<file path="src/rtl/ext_uart_tx_pkg.sv">
`default_nettype none
// ============================================================================
// Module      : ext_uart_tx_pkg
// Description : Shared constants for the EXT-channel UART transmitter.
//               TX state encodings are global `define values so that both
//               the FSM and any observer use one encoding.
//               Optional feature macro: EXT_UART_TX_PARITY_EN.
// Revision    : 1.0 - initial release
// ============================================================================

`ifndef EXT_UART_TX_STATES_DEFINED
`define EXT_UART_TX_STATES_DEFINED
`define TX_IDLE   3'd0
`define TX_START  3'd1
`define TX_DATA   3'd2
`define TX_PARITY 3'd3
`define TX_STOP   3'd4
`endif

package ext_uart_tx_pkg;

    // Width of one transported byte.
    localparam int   C_BYTE_W    = 8;
    // Width of the TX state register.
    localparam int   C_STATE_W   = 3;
    // Line level of an idle UART (also the stop-bit level).
    localparam logic C_UART_IDLE = 1'b1;

endpackage

`default_nettype wire

</file>
<file path="src/rtl/ext_uart_tx_fifo.sv">
`default_nettype none
// ============================================================================
// Module      : ext_uart_tx_fifo
// Description : Small synchronous byte FIFO feeding the UART shifter.
//               Read data is presented combinationally from the head entry.
//   clk   in   system clock
//   reset in   synchronous active-high reset (clears pointers and count)
//   push  in   write din on this edge (ignored when full)
//   din   in   byte to write
//   pop   in   advance the head on this edge (ignored when empty)
//   dout  out  head entry
//   count out  number of stored bytes, 0..FIFO_DEPTH
//   full  out  count == FIFO_DEPTH
// Revision    : 1.0 - initial release
// ============================================================================
module ext_uart_tx_fifo
    import ext_uart_tx_pkg::*;
#(
    parameter int FIFO_DEPTH = 4,
    parameter int FIFO_AW    = 2
) (
    input  logic                clk,
    input  logic                reset,
    input  logic                push,
    input  logic [C_BYTE_W-1:0] din,
    input  logic                pop,
    output logic [C_BYTE_W-1:0] dout,
    output logic [FIFO_AW:0]    count,
    output logic                full
);

    localparam int               C_CNT_W    = FIFO_AW + 1;
    localparam logic [FIFO_AW:0] C_FULL_CNT = FIFO_DEPTH[FIFO_AW:0];

    logic [C_BYTE_W-1:0] r_mem [FIFO_DEPTH];
    logic [FIFO_AW-1:0]  r_wr_ptr;
    logic [FIFO_AW-1:0]  r_rd_ptr;
    logic [FIFO_AW:0]    r_count;
    logic                w_do_push;
    logic                w_do_pop;

    // Protect the pointers even if a caller violates the handshake.
    assign w_do_push = push && (r_count != C_FULL_CNT);
    assign w_do_pop  = pop  && (r_count != '0);

    always_ff @(posedge clk) begin
        if (reset) begin
            r_wr_ptr <= '0;
            r_rd_ptr <= '0;
            r_count  <= '0;
        end else begin
            if (w_do_push) r_wr_ptr <= r_wr_ptr + FIFO_AW'(1);
            if (w_do_pop)  r_rd_ptr <= r_rd_ptr + FIFO_AW'(1);
            r_count <= r_count + C_CNT_W'(w_do_push) - C_CNT_W'(w_do_pop);
        end
    end

    // Storage needs no reset; only entries behind the pointers are read.
    always_ff @(posedge clk) begin
        if (w_do_push) r_mem[r_wr_ptr] <= din;
    end

    assign dout  = r_mem[r_rd_ptr];
    assign count = r_count;
    assign full  = (r_count == C_FULL_CNT);

endmodule
`default_nettype wire

</file>
<file path="src/rtl/ext_uart_tx.sv">
`default_nettype none
// ============================================================================
// Module      : ext_uart_tx
// Description : Device-side endpoint of the CPU EXT output channel. Bytes
//               written on cq/cwre are queued and sent as UART frames on txd
//               (8N1, or 8E1 when EXT_UART_TX_PARITY_EN is defined).
//   clk   in   system clock
//   reset in   synchronous active-high reset, aborts any frame in flight
//   cq    in   byte from the EXT channel
//   cwre  in   write strobe, accepted when cbsy is low
//   cbsy  out  registered FIFO-full indication (stalls the writer)
//   txd   out  registered serial line, idle high
//   idle  out  registered, FIFO empty and shifter idle
// Revision    : 1.0 - initial release
// ============================================================================
module ext_uart_tx
    import ext_uart_tx_pkg::*;
#(
    parameter int CLK_DIV    = 868,
    parameter int FIFO_DEPTH = 4,
    parameter int FIFO_AW    = 2
) (
    input  logic                clk,
    input  logic                reset,
    input  logic [C_BYTE_W-1:0] cq,
    input  logic                cwre,
    output logic                cbsy,
    output logic                txd,
    output logic                idle
);

    localparam int                  C_BAUD_W      = (CLK_DIV > 2) ? $clog2(CLK_DIV) : 1;
    localparam logic [C_BAUD_W-1:0] C_BAUD_RELOAD = C_BAUD_W'(CLK_DIV - 1);
    localparam int                  C_CNT_W       = FIFO_AW + 1;
    localparam logic [FIFO_AW:0]    C_FULL_CNT    = FIFO_DEPTH[FIFO_AW:0];

    logic [C_STATE_W-1:0] r_state;
    logic [C_STATE_W-1:0] w_state_next;
    logic [C_BAUD_W-1:0]  r_baud;
    logic [2:0]           r_bit_idx;
    logic [C_BYTE_W-1:0]  r_shift;
    logic                 r_txd;
    logic                 r_cbsy;
    logic                 r_idle;
`ifdef EXT_UART_TX_PARITY_EN
    logic                 r_parity;
`endif

    logic                 w_push;
    logic                 w_pop;
    logic                 w_bit_end;
    logic [C_BYTE_W-1:0]  w_fifo_dout;
    logic [FIFO_AW:0]     w_fifo_count;
    logic                 w_fifo_full;
    logic [FIFO_AW:0]     w_count_next;

    // The registered cbsy always equals the FIFO's full flag, so the FIFO
    // flag gates the push directly.
    assign w_push       = cwre && !w_fifo_full;
    assign w_bit_end    = (r_baud == '0);
    assign w_count_next = w_fifo_count + C_CNT_W'(w_push) - C_CNT_W'(w_pop);

    ext_uart_tx_fifo #(
        .FIFO_DEPTH (FIFO_DEPTH),
        .FIFO_AW    (FIFO_AW)
    ) u_fifo (
        .clk   (clk),
        .reset (reset),
        .push  (w_push),
        .din   (cq),
        .pop   (w_pop),
        .dout  (w_fifo_dout),
        .count (w_fifo_count),
        .full  (w_fifo_full)
    );

    // Next state and pop decision; pops happen only on the IDLE edge or on
    // the last STOP cycle so consecutive frames run without a gap.
    always_comb begin
        w_state_next = r_state;
        w_pop        = 1'b0;
        case (r_state)
            `TX_IDLE: begin
                if (w_fifo_count != '0) begin
                    w_pop        = 1'b1;
                    w_state_next = `TX_START;
                end
            end
            `TX_START: begin
                if (w_bit_end) w_state_next = `TX_DATA;
            end
            `TX_DATA: begin
                if (w_bit_end && (r_bit_idx == 3'd7)) begin
`ifdef EXT_UART_TX_PARITY_EN
                    w_state_next = `TX_PARITY;
`else
                    w_state_next = `TX_STOP;
`endif
                end
            end
`ifdef EXT_UART_TX_PARITY_EN
            `TX_PARITY: begin
                if (w_bit_end) w_state_next = `TX_STOP;
            end
`endif
            `TX_STOP: begin
                if (w_bit_end) begin
                    if (w_fifo_count != '0) begin
                        w_pop        = 1'b1;
                        w_state_next = `TX_START;
                    end else begin
                        w_state_next = `TX_IDLE;
                    end
                end
            end
            default: w_state_next = `TX_IDLE;
        endcase
    end

    always_ff @(posedge clk) begin
        if (reset) begin
            r_state   <= `TX_IDLE;
            r_baud    <= '0;
            r_bit_idx <= '0;
            r_shift   <= '0;
            r_txd     <= C_UART_IDLE;
            r_cbsy    <= 1'b0;
            r_idle    <= 1'b1;
`ifdef EXT_UART_TX_PARITY_EN
            r_parity  <= 1'b0;
`endif
        end else begin
            r_state <= w_state_next;
            r_cbsy  <= (w_count_next == C_FULL_CNT);
            r_idle  <= (w_count_next == '0) && (w_state_next == `TX_IDLE);

            if (w_pop) begin
                // Load a new byte and drive the start bit on the same edge.
                r_shift   <= w_fifo_dout;
                r_baud    <= C_BAUD_RELOAD;
                r_bit_idx <= '0;
                r_txd     <= ~C_UART_IDLE;
`ifdef EXT_UART_TX_PARITY_EN
                r_parity  <= ^w_fifo_dout;
`endif
            end else begin
                case (r_state)
                    `TX_START: begin
                        if (w_bit_end) begin
                            r_baud    <= C_BAUD_RELOAD;
                            r_bit_idx <= '0;
                            r_txd     <= r_shift[0];
                            r_shift   <= r_shift >> 1;
                        end else begin
                            r_baud <= r_baud - C_BAUD_W'(1);
                        end
                    end
                    `TX_DATA: begin
                        if (w_bit_end) begin
                            r_baud <= C_BAUD_RELOAD;
                            if (r_bit_idx == 3'd7) begin
`ifdef EXT_UART_TX_PARITY_EN
                                r_txd <= r_parity;
`else
                                r_txd <= C_UART_IDLE;
`endif
                            end else begin
                                r_bit_idx <= r_bit_idx + 3'd1;
                                r_txd     <= r_shift[0];
                                r_shift   <= r_shift >> 1;
                            end
                        end else begin
                            r_baud <= r_baud - C_BAUD_W'(1);
                        end
                    end
`ifdef EXT_UART_TX_PARITY_EN
                    `TX_PARITY: begin
                        if (w_bit_end) begin
                            r_baud <= C_BAUD_RELOAD;
                            r_txd  <= C_UART_IDLE;
                        end else begin
                            r_baud <= r_baud - C_BAUD_W'(1);
                        end
                    end
`endif
                    `TX_STOP: begin
                        if (w_bit_end) begin
                            // No byte waiting (a waiting byte takes the w_pop path).
                            r_baud <= '0;
                            r_txd  <= C_UART_IDLE;
                        end else begin
                            r_baud <= r_baud - C_BAUD_W'(1);
                        end
                    end
                    default: begin
                        r_baud <= '0;
                        r_txd  <= C_UART_IDLE;
                    end
                endcase
            end
        end
    end

    assign cbsy = r_cbsy;
    assign txd  = r_txd;
    assign idle = r_idle;

endmodule
`default_nettype wire

</file>
<file path="config.mk">
export PLATFORM = sky130hd
export DESIGN_NAME = ext_uart_tx
export DESIGN_NICKNAME = d
export VERILOG_FILES = /design/src/rtl/ext_uart_tx_pkg.sv /design/src/rtl/ext_uart_tx_fifo.sv /design/src/rtl/ext_uart_tx.sv
export SDC_FILE = /design/constraint.sdc
export NUM_CORES = 1
export LEC_CHECK = 0
export CORE_ASPECT_RATIO = 0.8
export CORE_MARGIN = 2
export CORE_UTILIZATION = 40
export DETAILED_ROUTE_END_ITERATION = 12
export PLACE_DENSITY = 0.61
export SETUP_SLACK_MARGIN = 0.15
export SLEW_MARGIN = 20
export SYNTH_ARGS = -nofsm -noshare
export SYNTH_HDL_FRONTEND = slang
export SYNTH_HIERARCHICAL = 1
export SYNTH_SLANG_ARGS = --single-unit
</file>
<file path="constraint.sdc">
create_clock -name clk -period 3.67 [get_ports clk]
set_clock_uncertainty 0.1 [all_clocks]
set_input_delay 0.9175 -clock clk [delete_from_list [all_inputs] [get_ports clk]]
set_output_delay 0.9175 -clock clk [all_outputs]
set_load 0.01 [all_outputs]
</file>
# [Word level (Yosys, flattened, before mapping)]
# Memory sizes are Yosys's and may differ from the RTL's. A register that Yosys moved wholly into a read port is not among the register bits.
# Cells that the tools add are included.
[op_classes] shift=0 n_addsub=8 eq_ne=14 bitwise=0 mux=32 n_reduce_logical=18 n_div=0 n_lt_le_gt_ge=0 multipliers=0
[ops] operator="8-bit two-way mux" n=4
[ops] operator="10-bit two-way mux" n=3
[ops] operator="3-bit two-way mux" n=7
[ops] operator="10-bit case mux with 2 select lines" n=1
[ops] operator="8-bit case mux with 2 select lines" n=1
[ops] operator="3-bit equality test, second input constant" n=4
[ops] operator="3-bit by 2-bit inequality test with 1-bit output, second input constant" n=4
[ops] operator="3-bit case mux with 4 select lines" n=1
[ops] operator="10-bit zero test" n=1
[ops] operator="1-bit two-way mux" n=10
[ops] operator="10-bit by 1-bit subtractor with 10-bit output, second input constant" n=1
[ops] operator="3-bit zero test" n=3
[ops] operator="4-bit AND reduction" n=2
[ops] operator="3-bit by 1-bit adder with 3-bit output" n=2
[ops] operator="2-bit inequality test, second input constant" n=3
[ops] operator="3-bit case mux with 2 select lines" n=1
[ops] operator="3-bit nonzero test" n=2
[ops] operator="3-bit by 1-bit subtractor with 3-bit output" n=2
[ops] operator="1-bit logical AND" n=5
[ops] operator="2-bit by 1-bit adder with 2-bit output, second input constant" n=2
[ops] operator="2-bit two-way mux" n=2
[ops] operator="2-bit OR reduction" n=2
[ops] operator="3-bit by 1-bit adder with 3-bit output, second input constant" n=1
[ops] operator="3-bit by 1-bit equality test with 1-bit output, second input constant" n=1
[ops] operator="other kinds (7)" n=7
[totals] latch_bits=0 output_inout_bits=3 in_bits=11 word_cells=84 mem_count=1 ram_bits=32 regBits=34 mem_bits_ro=0
[mem_list] memory="u_fifo.r_mem" depth=4 word_bits=8 rd=1 rd_clocked_by_memory_dff=1 write_ports=1 line="ext_uart_tx_fifo.sv:35" rtl="logic [C_BYTE_W-1:0] r_mem [FIFO_DEPTH];"

# [Depth between registers and ports, before layout]
[logic_depth] depth_word=7 depth_mapped=16 ltp_nobuf=15

# [Modules after synthesis]
# The synthesis kept the hierarchy.
[by_module_without_submodules] mod="ext_uart_tx_fifo" area_per_inst_um2=1632.8 seq_area_each_um2=1141.1 instances=1 cells_per_inst=90
[by_module_without_submodules] mod="ext_uart_tx" area_per_inst_um2=1537.7 seq_area_each_um2=540.5 instances=1 cells_per_inst=179

# [Least setup slack after synthesis]
# Ideal clock, no wire load.
[synth_timing] path_type="register to register" start="register r_baud[0]" end="register u_fifo.r_count[2] (netlist: u_fifo/count[2])" required_ns=3.492 synth_period_minus_slack_ns=3.163 slack_ns=0.507 path_buffers=1 path_stages_with_launch=17 setup_ns=0.078 arrival_ns=2.985 path_cell_list="dfxtp_1 -> inv_1 -> ha_1 -> nor4b_2 -> a31oi_1 -> or2_1 -> clkbuf_2 -> inv_1 -> o31a_2 -> ha_1 -> inv_1 -> ha_1 -> inv_1 -> fa_1 -> xor2_1 -> and2_2 -> nor3_1"
[synth_between] elab_chain_len=5
[synth_lines] element="start, declared" line="ext_uart_tx.sv:39" rtl="logic [C_BAUD_W-1:0] r_baud;"
[synth_lines] element="start signal, assigned" line="ext_uart_tx.sv:155" rtl="r_baud <= r_baud - C_BAUD_W'(1);"
[synth_lines] element="start signal, assigned" line="ext_uart_tx.sv:173" rtl="r_baud <= r_baud - C_BAUD_W'(1);"
[synth_lines] element="start signal, assigned" line="ext_uart_tx.sv:192" rtl="r_baud <= r_baud - C_BAUD_W'(1);"
[synth_lines] element="10-bit zero test" line="ext_uart_tx.sv:60" rtl="assign w_bit_end = (r_baud == '0);"
[synth_lines] element="1-bit two-way mux" line="ext_uart_tx.sv:107" rtl="if (w_bit_end) begin"
[synth_lines] element="1-bit case mux with 2 select lines" line="ext_uart_tx.sv:82" rtl="case (r_state)"
[synth_lines] element="via w_pop" line="ext_uart_tx.sv:50" rtl="logic w_pop;"
[synth_lines] element="1-bit logical AND" line="ext_uart_tx_fifo.sv:44" rtl="assign w_do_pop = pop && (r_count != '0);"
[synth_lines] element="via u_fifo.w_do_pop" line="ext_uart_tx_fifo.sv:40" rtl="logic w_do_pop;"
[synth_lines] element="3-bit by 1-bit subtractor with 3-bit output" line="ext_uart_tx_fifo.sv:54" rtl="r_count <= r_count + C_CNT_W'(w_do_push) - C_CNT_W'(w_do_pop);"
[synth_lines] element="end signal, assigned" line="ext_uart_tx_fifo.sv:54"
[synth_lines] element="end, declared" line="ext_uart_tx_fifo.sv:38" rtl="logic [FIFO_AW:0] r_count;"
# The timed path passes the listed nets, and every way through them passes these cells.
# A chain may end at the register's enable or synchronous reset.

# [Worst setup path after layout]
[layout_timing] start="register u_fifo.r_count[0] (netlist: u_fifo/count[0])" end="register u_fifo.r_count[2] (netlist: u_fifo/count[2])"
[layout_between] elab_chain_len=6 word_cells_on_any_way=12 cone_classes="add/sub: 2; eq/ne: 2; mux: 3; reduce/logical: 5"
[layout_lines] element="3-bit nonzero test *" line="ext_uart_tx.sv:84, ext_uart_tx.sv:108"
[layout_lines] element="1-bit two-way mux *" line="ext_uart_tx.sv:84, ext_uart_tx.sv:108"
[layout_lines] element="1-bit two-way mux" line="ext_uart_tx.sv:107"
[layout_lines] element="1-bit case mux with 2 select lines *" line="ext_uart_tx.sv:82"
[layout_lines] element="via w_pop" line="ext_uart_tx.sv:50"
[layout_lines] element="1-bit logical AND *" line="ext_uart_tx_fifo.sv:44"
[layout_lines] element="via u_fifo.w_do_pop" line="ext_uart_tx_fifo.sv:40"
[layout_lines] element="3-bit by 1-bit subtractor with 3-bit output *" line="ext_uart_tx_fifo.sv:54"
# The timed path passes the listed nets; every way through them passes the cells marked *.

==> reports/metrics.cfg <==
[status]
status = complete, no violations

[sta]
max_freq_mhz = 308
setup_viol = 0
fin_crit_ns = 3.25
hold_viol = 0
tightest_slew_ns = 0.595
final.period_utilization_pct = 88.4
setup-tns-final_ns = 0
layout_setup_ws_ns = 0.425
max_slew_margin_pct = 60.2
slew_violations = 0
grt_setup_unrepaired = no

[critical_path]
crit_chain = nor3_1 > or3_1 > or2_1 > inv_1 > o31a_2 > ha_1 > inv_1 > ha_1 > inv_1 > fa_1 > xor2_1 > and2_2 > nor3_1
reg2regPathDepth = 13
cp.required_ns = 3.84
crit_path_max_incr_delay_ns = 0.53
path_buf_inv = 3
cpMostUsedCell = inv_1
critPathKind = flip-flop to flip-flop
r2r_slack_ns = 0.42
startpoint_type = flip-flop
critPathMaxFanout = 12
rr_endpoint = u_fifo/count[2]$_SDFF_PP0_
critPathTopFamily = simple AND/OR/NAND/NOR gates
r2r-start = u_fifo/count[0]$_SDFF_PP0_
cp.arrival_ns = 3.41
critical_path.endpoint_type = flip-flop
cp_slowest_cell = or3_1

[pwr]
vdd_drop_max_uv = 345
p_per_area_nw_per_um2 = 869
power_uw = 3140
p_leak_uw = 0.00124

[floorplanning]
chipWidth_um = 104
die_h_um = 83.6
io_pins = 14
start_util_pct = 40.6
die_area_um2 = 8660
rows = 29
coreArea_um2 = 7800

[clock_network]
root_buffer = clkbuf_8
h-tree-depth = 3
clock_path_buffers = 2
clk_pin_slew_worst_paths_ns = 0.08
clk_latency_ns = 0.34
cts_tree = built
cts.sinks = 68
numCtsBuffers = 9
cts_hold_buf = 0

[placed_design]
pre_cts_slack_ns = 0.251
io_buffers = 13
dp_hpwl_um = 3910
place_congestion = 0.747
placed_area_um2 = 3400

[drt]
drtIter0Drc = 113
drc = 0
drtPass1Iterations = 4
wire_per_inst_um = 14.7
ant_nets = 0
routed-via-count = 2113
wl_um = 5810
avgViaCountPerCell = 5.34

[synth]
ys_warn_count = 6
ys_types = 62
syn_inst = 269
synth-edff-count = 32
synthArstFlopShare_pct = 0
synth_seq_cells = 68
synth-main-ff-cell = dfxtp_1
avgSynthCellArea_um2 = 11.8
yosysSeqAreaShare_pct = 53.0
syn_nets = 292
netlist_area_um2 = 3170

[layout]
antenna_cells = 0
syn_to_final_growth_pct = 13.9
drive_above_1_share_pct = 16.7
final_nets = 306
design_area_um2 = 3610

[hold_path]
hold_start = r_shift[7]$_SDFFE_PP0P_
hold_path_end = r_shift[7]$_SDFFE_PP0P_
hp-class = flip-flop to flip-flop
hold_depth = 2

[grt]
antenna_found_initial = 0
grt_max_degree = 21
grt_usage_pct = 14.7
grt_pass1_wl_um = 10100
grt_pass1_vias = 2085
grt-ovfl-total = 0

[job]
maxCapViolCount = 0

sequential cells by signal, indices dropped and copies added (netlist names), 2 cells and up, named ones only:
register         flops
u_fifo/r_mem        32
u_fifo/count         3
r_shift              8
r_state              3
r_baud              10
u_fifo/r_wr_ptr      2
u_fifo/r_rd_ptr      2
r_bit_idx            3
per-stage QoR:
stage	util, %	hold slack (ns)	instances
final	46.3	0.393	396
after global routing	46.3	0.417	396
after CTS	46.2	0.397	396
after detailed placement	43.6	0.385	380
after global placement	43.6	0.371	380
after floorplan	-	0.351	269
power by group:
group	internal [uW]	leakage, uW	switching (uW)
Sequential	991	0.000588	141
Clock	317	0.0000958	293
Combinational	611	0.000553	788
synthesized netlist by cell type, types with 2 or more instances:
cell	n	area share, %
nand4_1	4	0.79
o31ai_1	3	0.71
buf_2	4	0.63
nor4_1	3	0.59
dfxtp_1	36	23
nor3_1	14	2.2
mux4_2	8	5.7
or3_1	4	0.79
o21a_1	3	0.71
or3b_2	2	0.55
and2_1	4	0.79
nand2b_1	4	0.79
inv_1	13	1.5
fa_1	2	1.3
a211oi_1	6	1.4
nand2_1	4	0.47
edfxtp_1	32	30
nor2_1	11	1.3
ha_1	10	3.9
o22ai_1	4	0.79
a311oi_1	7	1.9
xor2_1	2	0.55
a21oi_1	11	1.7
nor2b_1	3	0.59
xnor2_1	5	1.4
a31oi_1	2	0.39
o21ai_0	14	2.2
o32ai_1	3	0.83
nand3_1	8	1.3
clkbuf_1	10	1.2
buf_6	2	0.71
worst reg2reg max path, stage by stage (launching register included):
cell and delay (ns):
dfxtp_1 0.51, nor3_1 0.11, or3_1 0.53, or2_1 0.32
inv_1 0.14, o31a_2 0.20, ha_1 0.23, inv_1 0.05
ha_1 0.12, inv_1 0.05, fa_1 0.37, xor2_1 0.16
and2_2 0.19, nor3_1 0.11
area by class of cell:
class | count | area [um2]
fillers | 725 | 4190
flip-flops and latches | 68 | 1680
multi-input cells | 169 | 1350
repair buffers | 21 | 190
well taps | 108 | 135
clock buffers | 9 | 124
clock inverters | 7 | 76.3
inverters | 14 | 52.6
routing by layer:
metal | track usage [%] | vias up | part of all wire, %
met5 | 0 | - | 0
met4 | 4.30 | 0 | 0.88
met3 | 5.85 | 4 | 5.0
met2 | 22.8 | 40 | 46
met1 | 19.3 | 1015 | 48
li1 | - | 1054 | -
how the worst max path moves through the flow:
stage                                    start                         end  slack [ns]  cells past startpoint
global placement                          cwre  u_fifo/count[2]$_SDFF_PP0_        0.26                     13
global route              r_baud[0]$_SDFF_PP0_  u_fifo/count[2]$_SDFF_PP0_        0.19                     15
CTS                       r_baud[0]$_SDFF_PP0_  u_fifo/count[2]$_SDFF_PP0_        0.30                     15
finish              u_fifo/count[0]$_SDFF_PP0_  u_fifo/count[2]$_SDFF_PP0_        0.42                     13
floorplan                 r_baud[0]$_SDFF_PP0_  u_fifo/count[2]$_SDFF_PP0_        0.51                     16
detailed placement                        cwre  u_fifo/count[2]$_SDFF_PP0_        0.25                     13
cell usage in the layout, fill, tap and decap left out, types with 9 or more instances in the layout:
| cell type | count |
|---|---|
| dfxtp_1 | 36 |
| edfxtp_1 | 32 |
| ha_1 | 10 |
| nor3_1 | 14 |
| clkdlybuf4s50_1 | 13 |
| a21oi_1 | 11 |
| o21ai_0 | 14 |
| clkbuf_8 | 9 |
| inv_1 | 13 |
| nor2_1 | 11 |
kinds of logic (layout without fill, tap and decap cells):
logic type      after synthesis  in the layout  synth area share (%)
simple gates                 76             76                  14.8
flops                        68             68                  53.0
compound gates               63             63                  13.5
buf+inv                      32             51                  4.58
fa+ha+maj                    12             12                  5.21
mux                          10             10                  6.35
xor+xnor                      8              8                  2.45
timing repair:
action | CTS | global route
setup endpoints to repair | 0 | 2
setup buffers | 0 | 0
endpoints found under the hold margin | 0 | 0
gates resized for setup | 0 | 1
Note: power is estimated with default switching activity, not from simulation.
